**config.mk**
```make
export PLATFORM = sky130hd
export DESIGN_NAME = mem_access_arbiter
export DESIGN_NICKNAME = d
export VERILOG_FILES = /design/src/rtl/mem_access_arbiter.sv
export SDC_FILE = /design/constraint.sdc
export NUM_CORES = 1
export LEC_CHECK = 0
export ABC_AREA = 1
export BUFFER_PORTS_ARGS = -buffer_cell sky130_fd_sc_hd__buf_2
export CORE_MARGIN = 2
export CORE_UTILIZATION = 41
export CTS_CLUSTER_DIAMETER = 100
export DETAILED_ROUTE_END_ITERATION = 10
export GPL_TIMING_DRIVEN = 0
export PLACE_DENSITY = 0.67
export SLEW_MARGIN = 20
export SYNTH_ARGS = -nofsm -noshare
export SYNTH_HDL_FRONTEND = slang
export SYNTH_SLANG_ARGS = --single-unit
```
**constraint.sdc**
```tcl
create_clock -name clk -period 5 [get_ports clk]
set_clock_uncertainty 0.2 [all_clocks]
set_input_delay 0 -clock clk [delete_from_list [all_inputs] [get_ports clk]]
set_output_delay 0 -clock clk [all_outputs]
set_load 0.05 [all_outputs]
```
**src/rtl/mem_access_arbiter.sv**
```systemverilog
`default_nettype none
// +--------------------------------------------------------------------------+
// | mem_access_arbiter: round-robin arbiter/sequencer sharing one register-  |
// | file memory between NUM_REQ requesters. Optional macro MEM_ACC_ADDR_ERR_EN|
// | adds the addr_err output. Revision: 1.0                                  |
// +--------------------------------------------------------------------------+
module mem_access_arbiter #(
  parameter int N             = 16,
  parameter int no_addr_lines = 4,
  parameter int WIDTH         = 8,
  parameter int NUM_REQ       = 4
) (
  input  logic                             clk,
  input  logic                             rst_n,
  input  logic [NUM_REQ-1:0]               req,
  input  logic [NUM_REQ-1:0]               we,
  input  logic [NUM_REQ*no_addr_lines-1:0] addr,
  input  logic [NUM_REQ*WIDTH-1:0]         wdata,
  input  logic [WIDTH-1:0]                 mem_rdata,
  output logic [NUM_REQ-1:0]               gnt,
  output logic [NUM_REQ-1:0]               ack,
  output logic [WIDTH-1:0]                 rdata,
  output logic [N-1:0]                     word_select_lines,
  output logic                             mem_we,
  output logic                             mem_re,
  output logic [WIDTH-1:0]                 mem_wdata,
  output logic                             busy
`ifdef MEM_ACC_ADDR_ERR_EN
  ,
  output logic                             addr_err
`endif
);

  localparam int IDX_W = (NUM_REQ > 1) ? $clog2(NUM_REQ) : 1;

  typedef enum logic [1:0] {
    S_IDLE   = 2'd0,
    S_GRANT  = 2'd1,
    S_ACCESS = 2'd2,
    S_ACK    = 2'd3
  } state_t;

  state_t                   state_q, state_d;
  logic [IDX_W-1:0]         ptr_q, ptr_d;
  logic [IDX_W-1:0]         win_q, win_d;
  logic                     op_we_q, op_we_d;
  logic [no_addr_lines-1:0] op_addr_q, op_addr_d;
  logic [NUM_REQ-1:0]       gnt_q, gnt_d;
  logic [NUM_REQ-1:0]       ack_q, ack_d;
  logic [WIDTH-1:0]         rdata_q, rdata_d;
  logic [N-1:0]             wsl_q, wsl_d;
  logic                     mem_we_q, mem_we_d;
  logic                     mem_re_q, mem_re_d;
  logic [WIDTH-1:0]         mem_wdata_q, mem_wdata_d;
  logic                     busy_q, busy_d;
`ifdef MEM_ACC_ADDR_ERR_EN
  logic                     addr_err_q, addr_err_d;
`endif

  logic                     arb_found;
  logic [IDX_W-1:0]         arb_idx;
  logic [IDX_W-1:0]         arb_cand;
  logic [no_addr_lines-1:0] arb_addr;
  logic [WIDTH-1:0]         arb_wdata;
  logic [N-1:0]             arb_sel;
  logic                     addr_ok;

  // First asserted request at or above the pointer, wrapping to 0.
  always_comb begin
    arb_found = 1'b0;
    arb_idx   = '0;
    arb_cand  = '0;
    for (int k = 0; k < NUM_REQ; k++) begin
      arb_cand = IDX_W'((int'(ptr_q) + k) % NUM_REQ);
      if (!arb_found && req[arb_cand]) begin
        arb_found = 1'b1;
        arb_idx   = arb_cand;
      end
    end
  end

  assign arb_addr  = addr[arb_idx*no_addr_lines +: no_addr_lines];
  assign arb_wdata = wdata[arb_idx*WIDTH +: WIDTH];
  assign addr_ok   = (int'(op_addr_q) < N);

  // Out-of-range addresses decode to an all-zero select.
  always_comb begin
    arb_sel = '0;
    for (int i = 0; i < N; i++) begin
      arb_sel[i] = (int'(arb_addr) == i);
    end
  end

  always_comb begin
    state_d     = state_q;
    ptr_d       = ptr_q;
    win_d       = win_q;
    op_we_d     = op_we_q;
    op_addr_d   = op_addr_q;
    gnt_d       = gnt_q;
    ack_d       = '0;
    rdata_d     = rdata_q;
    wsl_d       = wsl_q;
    mem_we_d    = 1'b0;
    mem_re_d    = 1'b0;
    mem_wdata_d = mem_wdata_q;
    busy_d      = busy_q;
`ifdef MEM_ACC_ADDR_ERR_EN
    addr_err_d  = 1'b0;
`endif
    case (state_q)
      S_IDLE: begin
        if (arb_found) begin
          state_d     = S_GRANT;
          win_d       = arb_idx;
          op_we_d     = we[arb_idx];
          op_addr_d   = arb_addr;
          gnt_d       = NUM_REQ'(1) << arb_idx;
          wsl_d       = arb_sel;
          mem_wdata_d = arb_wdata;
          busy_d      = 1'b1;
        end
      end
      S_GRANT: begin
        state_d  = S_ACCESS;
        mem_we_d = op_we_q & addr_ok;
        mem_re_d = ~op_we_q & addr_ok;
      end
      S_ACCESS: begin
        state_d = S_ACK;
        ack_d   = gnt_q;
        if (!op_we_q) begin
          rdata_d = addr_ok ? mem_rdata : '0;
        end
`ifdef MEM_ACC_ADDR_ERR_EN
        addr_err_d = ~addr_ok;
`endif
      end
      S_ACK: begin
        state_d = S_IDLE;
        gnt_d   = '0;
        wsl_d   = '0;
        busy_d  = 1'b0;
        ptr_d   = (int'(win_q) == NUM_REQ - 1) ? '0 : win_q + IDX_W'(1);
      end
      default: state_d = S_IDLE;
    endcase
  end

  always_ff @(posedge clk or negedge rst_n) begin
    if (!rst_n) begin
      state_q     <= S_IDLE;
      ptr_q       <= '0;
      win_q       <= '0;
      op_we_q     <= 1'b0;
      op_addr_q   <= '0;
      gnt_q       <= '0;
      ack_q       <= '0;
      rdata_q     <= '0;
      wsl_q       <= '0;
      mem_we_q    <= 1'b0;
      mem_re_q    <= 1'b0;
      mem_wdata_q <= '0;
      busy_q      <= 1'b0;
`ifdef MEM_ACC_ADDR_ERR_EN
      addr_err_q  <= 1'b0;
`endif
    end else begin
      state_q     <= state_d;
      ptr_q       <= ptr_d;
      win_q       <= win_d;
      op_we_q     <= op_we_d;
      op_addr_q   <= op_addr_d;
      gnt_q       <= gnt_d;
      ack_q       <= ack_d;
      rdata_q     <= rdata_d;
      wsl_q       <= wsl_d;
      mem_we_q    <= mem_we_d;
      mem_re_q    <= mem_re_d;
      mem_wdata_q <= mem_wdata_d;
      busy_q      <= busy_d;
`ifdef MEM_ACC_ADDR_ERR_EN
      addr_err_q  <= addr_err_d;
`endif
    end
  end

  assign gnt               = gnt_q;
  assign ack               = ack_q;
  assign rdata             = rdata_q;
  assign word_select_lines = wsl_q;
  assign mem_we            = mem_we_q;
  assign mem_re            = mem_re_q;
  assign mem_wdata         = mem_wdata_q;
  assign busy              = busy_q;
`ifdef MEM_ACC_ADDR_ERR_EN
  assign addr_err          = addr_err_q;
`endif

endmodule
`default_nettype wire

```
== Yosys cells after proc, flatten, opt, wreduce, memory -nomap -nowiden ==
Cells that the tools add are included.
Widths: inputs -> output; s select.

* Bits in registers: 50
* Bits of input ports: 66
* Output and inout bits: 43
* Logic and storage cells: 87

* Add/sub/neg operators: 4
* Order comparisons: 5
* Equality and inequality tests: 20
* Shift operators: 3
* Muxes and demuxes: 30
* Bitwise operators: 1
* Reductions and logical operators: 12

{| class="wikitable"
|+ Operators with widths
! cell !! number
|-
| $eq 4x4->1 const B || 8
|-
| $pmux 16 s2 || 1
|-
| $shiftx 32x6->8 || 1
|-
| $eq 4x3->1 const B || 4
|-
| $mux 16 || 1
|-
| $shiftx 16x5->4 || 1
|-
| $lt 2x3->1 const B || 5
|-
| $mux 1 || 12
|-
| $mux 2 || 6
|-
| $bmux 1 s2 || 5
|-
| $eq 4x2->1 const B || 2
|-
| $mux 4 || 2
|-
| $pmux 2 s4 || 1
|-
| $pmux 4 s2 || 1
|-
| $reduce_and 2->1 || 3
|-
| $add 2x1->2 const B || 2
|-
| $add 2x2->2 const B || 2
|-
| $eq 2x1->1 const B || 2
|-
| $eq 2x2->1 const B || 2
|-
| $eq 4x1->1 const B || 1
|-
| $logic_not 4->1 || 1
|-
| $shl 1x2->4 const A || 1
|-
| $logic_and 1x1->1 || 3
|-
| $logic_not 1->1 || 3
|-
| other kinds (5) || 5
|}

== Longest topological paths before layout ==
* Depth in word-level cells: 16
* Mapped depth: 16
* Gate-level depth less buffers: 16

== Worst setup path before layout ==
OpenSTA, ideal clock, no wires.

* Kind: register -> register
* Start point: register ptr_q[0]
* End point: register wsl_q[10], in the netlist word_select_lines[10]
* Library setup time: 124 ps
* Arrival: 1705 ps
* Data required time: 4676 ps
* Slack: 2971 ps
* Cell stages (with the launch flop): 14
* Buffers on the path: 2
* Clock period less this slack: 2029 ps
* Cell sequence: dfrtp_1 > inv_2 > nand2_1 > nand2_2 > nand2_1 > nand2_1 > nor2_4 > nand3_2 > buf_4 > nand2_4 > o21ai_2 > buf_2 > nor2_1 > o21bai_1

* Word-level cells in the longest chain between the ends: 16
* Elaborated cells on any way between the ends: 31
* Those cells by class: add/sub: 3; eq/ne: 2; shift: 1; mux: 18; reduce/logical: 7

{| class="wikitable"
|+ RTL lines
! what !! line !! source
|-
| start: declaration || 44 || <nowiki>logic [IDX_W-1:0] ptr_q, ptr_d;</nowiki>
|-
| start signal: assignment || 170 || <nowiki>ptr_q <= ptr_d;</nowiki>
|-
| branches (longest 16 deep; another with $add 2x1->2) || -- ||
|-
| end signal: assignment || 177 || <nowiki>wsl_q <= wsl_d;</nowiki>
|-
| end: declaration || 51 || <nowiki>logic [N-1:0] wsl_q, wsl_d;</nowiki>
|}

Parallel ways; which one is timed is not known. The select of a mux whose other input is x is not followed.
A chain may end at the register's enable or synchronous reset.

== Final worst setup path ==
* Start point: register ptr_q[0]
* End point: register mem_wdata_q[2], in the netlist mem_wdata[2]

* Word-level cells in the longest chain between the ends: 13
* Elaborated cells on any way between the ends: 27
* Those cells by class: add/sub: 3; shift: 1; mux: 16; reduce/logical: 7

{| class="wikitable"
|+ RTL lines
! what !! line !! source
|-
| branches (longest 13 deep; another with $add 2x1->2) || -- ||
|-
| end signal: assignment || 180 || <nowiki>mem_wdata_q <= mem_wdata_d;</nowiki>
|-
| end: declaration || 54 || <nowiki>logic [WIDTH-1:0] mem_wdata_q, mem_wdata_d;</nowiki>
|}

Parallel ways; which one is timed is not known. The select of a mux whose other input is x is not followed.

==> results.py <==
metrics = {
    "outcome": {
        "status": "complete, but fails checks",
        "violations": "negative hold slack",
    },
    "clock_tree": {
        "clock_latency_ns": 0.30,
        "cts.sinks": 50,
        "cts_tree": "built",
        "h-tree-depth": 2,
        "clk_pin_slew_ns": 0.10,
        "clk_root_buffer_cell": "clkbuf_8",
        "clock_path_buffers": 2,
        "cts_buffers": 5,
    },
    "synthesis": {
        "synthesis.area_sq_mm": 0.003002,
        "ys_warn_count": 0,
        "yosysTopAreaCell": "dfrtp_1",
        "synth_nets": 449,
        "syn_avg_cell_area_sq_um": 7.962,
        "seq_area_frac_synth": 0.4168,
        "synth_top_area_share": 0.4168,
        "synthTopCellsByArea": "dfrtp_1 42%, nand2_1 18%, inv_1 5.0%, nand3_2 3.7%, nand4_1 3.5%",
        "netlist_instances": 377,
        "synth.distinct_cells": 28,
        "ys_ff_latch": 50,
    },
    "hold_path": {
        "min_from": "addr[9]",
        "holdPathEnd": "word_select_lines[8]",
        "min_path_type": "input port to flop",
        "whs_path_depth": 6,
    },
    "global_route": {
        "grt_overflow": 0,
        "grt_usage": 0.1890,
        "grt_pass1_vias": 2741,
        "grt_pass1_wl_um": 11960,
        "antenna_found_initial": 1,
        "grt_max_degree": 31,
    },
    "sta": {
        "slew_violations": 0,
        "fin_crit_ns": 2.902,
        "hold_ws_ns": -0.001396,
        "fmax_mhz": 344.6,
        "maxSlewHeadroom": 0.6962,
        "hold_viol": 1,
        "grt_setup_unrepaired": "no",
        "setup_tns_ns": 0,
        "tightest_slew_ns": 0.4552,
        "setup_violations": 0,
        "fin_crit_sh": 0.5804,
    },
    "setup_path": {
        "crit_path_frequent_cell": "nand2_1",
        "r2r-end": "mem_wdata[2]",
        "crit_path_start_kind": "flop",
        "r2r-start": "ptr_q[0]",
        "crit_required_ns": 5.05,
        "r2r_slack_ns": 2.10,
        "critical_path_class": "flop to flop",
        "crit_chain": "inv_2 > nand2_1 > nand3_1 > nand2_1 > nand2_2 > nand3_4 > nand3_4 > inv_2 > nor2_2 > nand2_1 > nand4_1 > dlygate4sd3_1 > nand2_1 > nand2_1",
        "cp.arrival_ns": 2.95,
        "crit_slowest_cell": "dlygate4sd3_1",
        "end_kind": "flop",
        "slowest_delay_ns": 0.55,
        "ff2ff_path_depth": 14,
        "crit_path_max_fanout": 10,
    },
    "finish": {
        "fillers": 659,
        "area_delta_synth_final_pct": 37.47,
        "nets": 597,
        "drive_gt1_frac": 0.3441,
        "multi_input_comb_area_sq_mm": 0.001514,
        "final_common_cell": "nand2_1",
        "most-common-layout-cells": "143 x nand2_1, 110 x buf_2, 50 x dfrtp_1, 40 x inv_1, 32 x dlygate4sd3_1",
        "seq_area_sq_mm": 0.001251,
    },
    "routing": {
        "wl_per_cell_um": 11.69,
        "ant_nets": 0,
        "wirelength_um": 7319,
        "dr_total_vias": 2843,
        "first_pass_iters": 4,
        "vias_per_cell": 4.542,
        "first_iter_violations": 131,
        "drc": 0,
    },
    "placement": {
        "dpl.hpwl_um": 5557,
        "place.gp.congestion": 0.8675,
        "io_buffers": 108,
    },
    "die": {
        "die_h_um": 89.57,
        "die-area_sq_mm": 0.008022,
        "placementRows": 31,
        "die_w_um": 89.57,
        "start_util": 0.4183,
        "io_pins": 109,
        "core_sq_mm": 0.007176,
    },
    "flow_run": {
        "maxCapViolCount": 0,
    },
}
==> stage by stage <==
stage               instances  cell area [sq um]    util  setup slack [ns]
floorplan                 377               3002       -             2.971
global placement          584               3666  0.5109             2.653
detailed placement        585               3686  0.5137             2.634
CTS                       625               4124  0.5747             2.076
global route              625               4124  0.5747             1.881
finish                    626               4126  0.5751             2.098
==> state kept, by name, summed over array words and instances, names as in the netlist <==
| register | count |
|---|---|
| op_we_q | 1 |
| ack | 4 |
| rdata | 8 |
| gnt | 4 |
| state_q | 2 |
| word_select_lines | 16 |
| mem_re | 1 |
| busy | 1 |
| win_q | 2 |
| mem_wdata | 8 |
| ptr_q | 2 |
| mem_we | 1 |
==> cell families after synthesis <==
logic type	Yosys count	synth area share
mux	8	0.03001
buf+inv	55	0.07878
compound gates	26	0.05961
flops	50	0.4168
simple gates	232	0.3897
fa+ha+maj	6	0.02501
==> worst max path at each step <==
stage | start | end | slack, ns | depth (start not counted)
2_1_floorplan | ptr_q[0] | word_select_lines[10] | 2.97 | 13
3_3_place_gp | ptr_q[0] | op_we_q | 2.65 | 15
3_5_place_dp | ptr_q[0] | mem_wdata[5] | 2.63 | 15
4_1_cts | ptr_q[0] | op_we_q | 2.08 | 16
5_1_grt | ptr_q[0] | mem_wdata[1] | 1.88 | 16
6_report | ptr_q[0] | mem_wdata[2] | 2.10 | 14
==> cell type report <==
class,count,share of cell area
clock buffers,5,0.01668
plain buffers,6,0.01243
multi-input cells,272,0.3669
well taps,99,0.03002
inverters,49,0.04488
repair buffers,141,0.2135
diodes,1,0.0006064
clock inverters,3,0.01183
flip-flops and latches,50,0.3032
==> worst max-delay path, delay by kind of cell, from the launching register on <==
family                 cells  cell delay [ns]
AND/OR/NAND/NOR           11             1.41
buffers and inverters      3             0.80
flip-flops                 1             0.41
==> routing by layer <==
| layer | vias up | GRT usage | routed length [um] |
|---|---|---|---|
| li1 | 1484 | - | - |
| met1 | 1270 | 0.2392 | 3332 |
| met2 | 82 | 0.3295 | 3531 |
| met3 | 7 | 0.03786 | 389 |
| met4 | 0 | 0.04613 | 65 |
| met5 | - | 0 | 0 |
==> cells in the mapped netlist <==
cell type / n
nor2_1: 19
buf_4: 2
inv_2: 7
o21ai_2: 1
nand3_1: 12
dfrtp_1: 50
o21ai_0: 9
nand2_2: 15
buf_8: 1
buf_2: 2
nand3_2: 11
clkinv_1: 1
a32o_1: 1
o21bai_1: 12
nor2_2: 1
clkinv_2: 1
nand4_1: 17
nand2_4: 6
ha_1: 6
nor2_4: 4
mux2_2: 8
nor2_8: 1
o31ai_1: 1
a22o_1: 2
nand2_1: 143
buf_6: 1
nand3_4: 3
inv_1: 40
==> repair_timing <==
action / CTS / global route
hold endpoints to repair: 73 / 0
hold buffers: 32 / 0
gates resized for setup: 0 / 0
setup buffers: 0 / 0
Power is not shown: default switching activity piles up to over one toggle a cycle in this logic, so the estimate is an artifact.
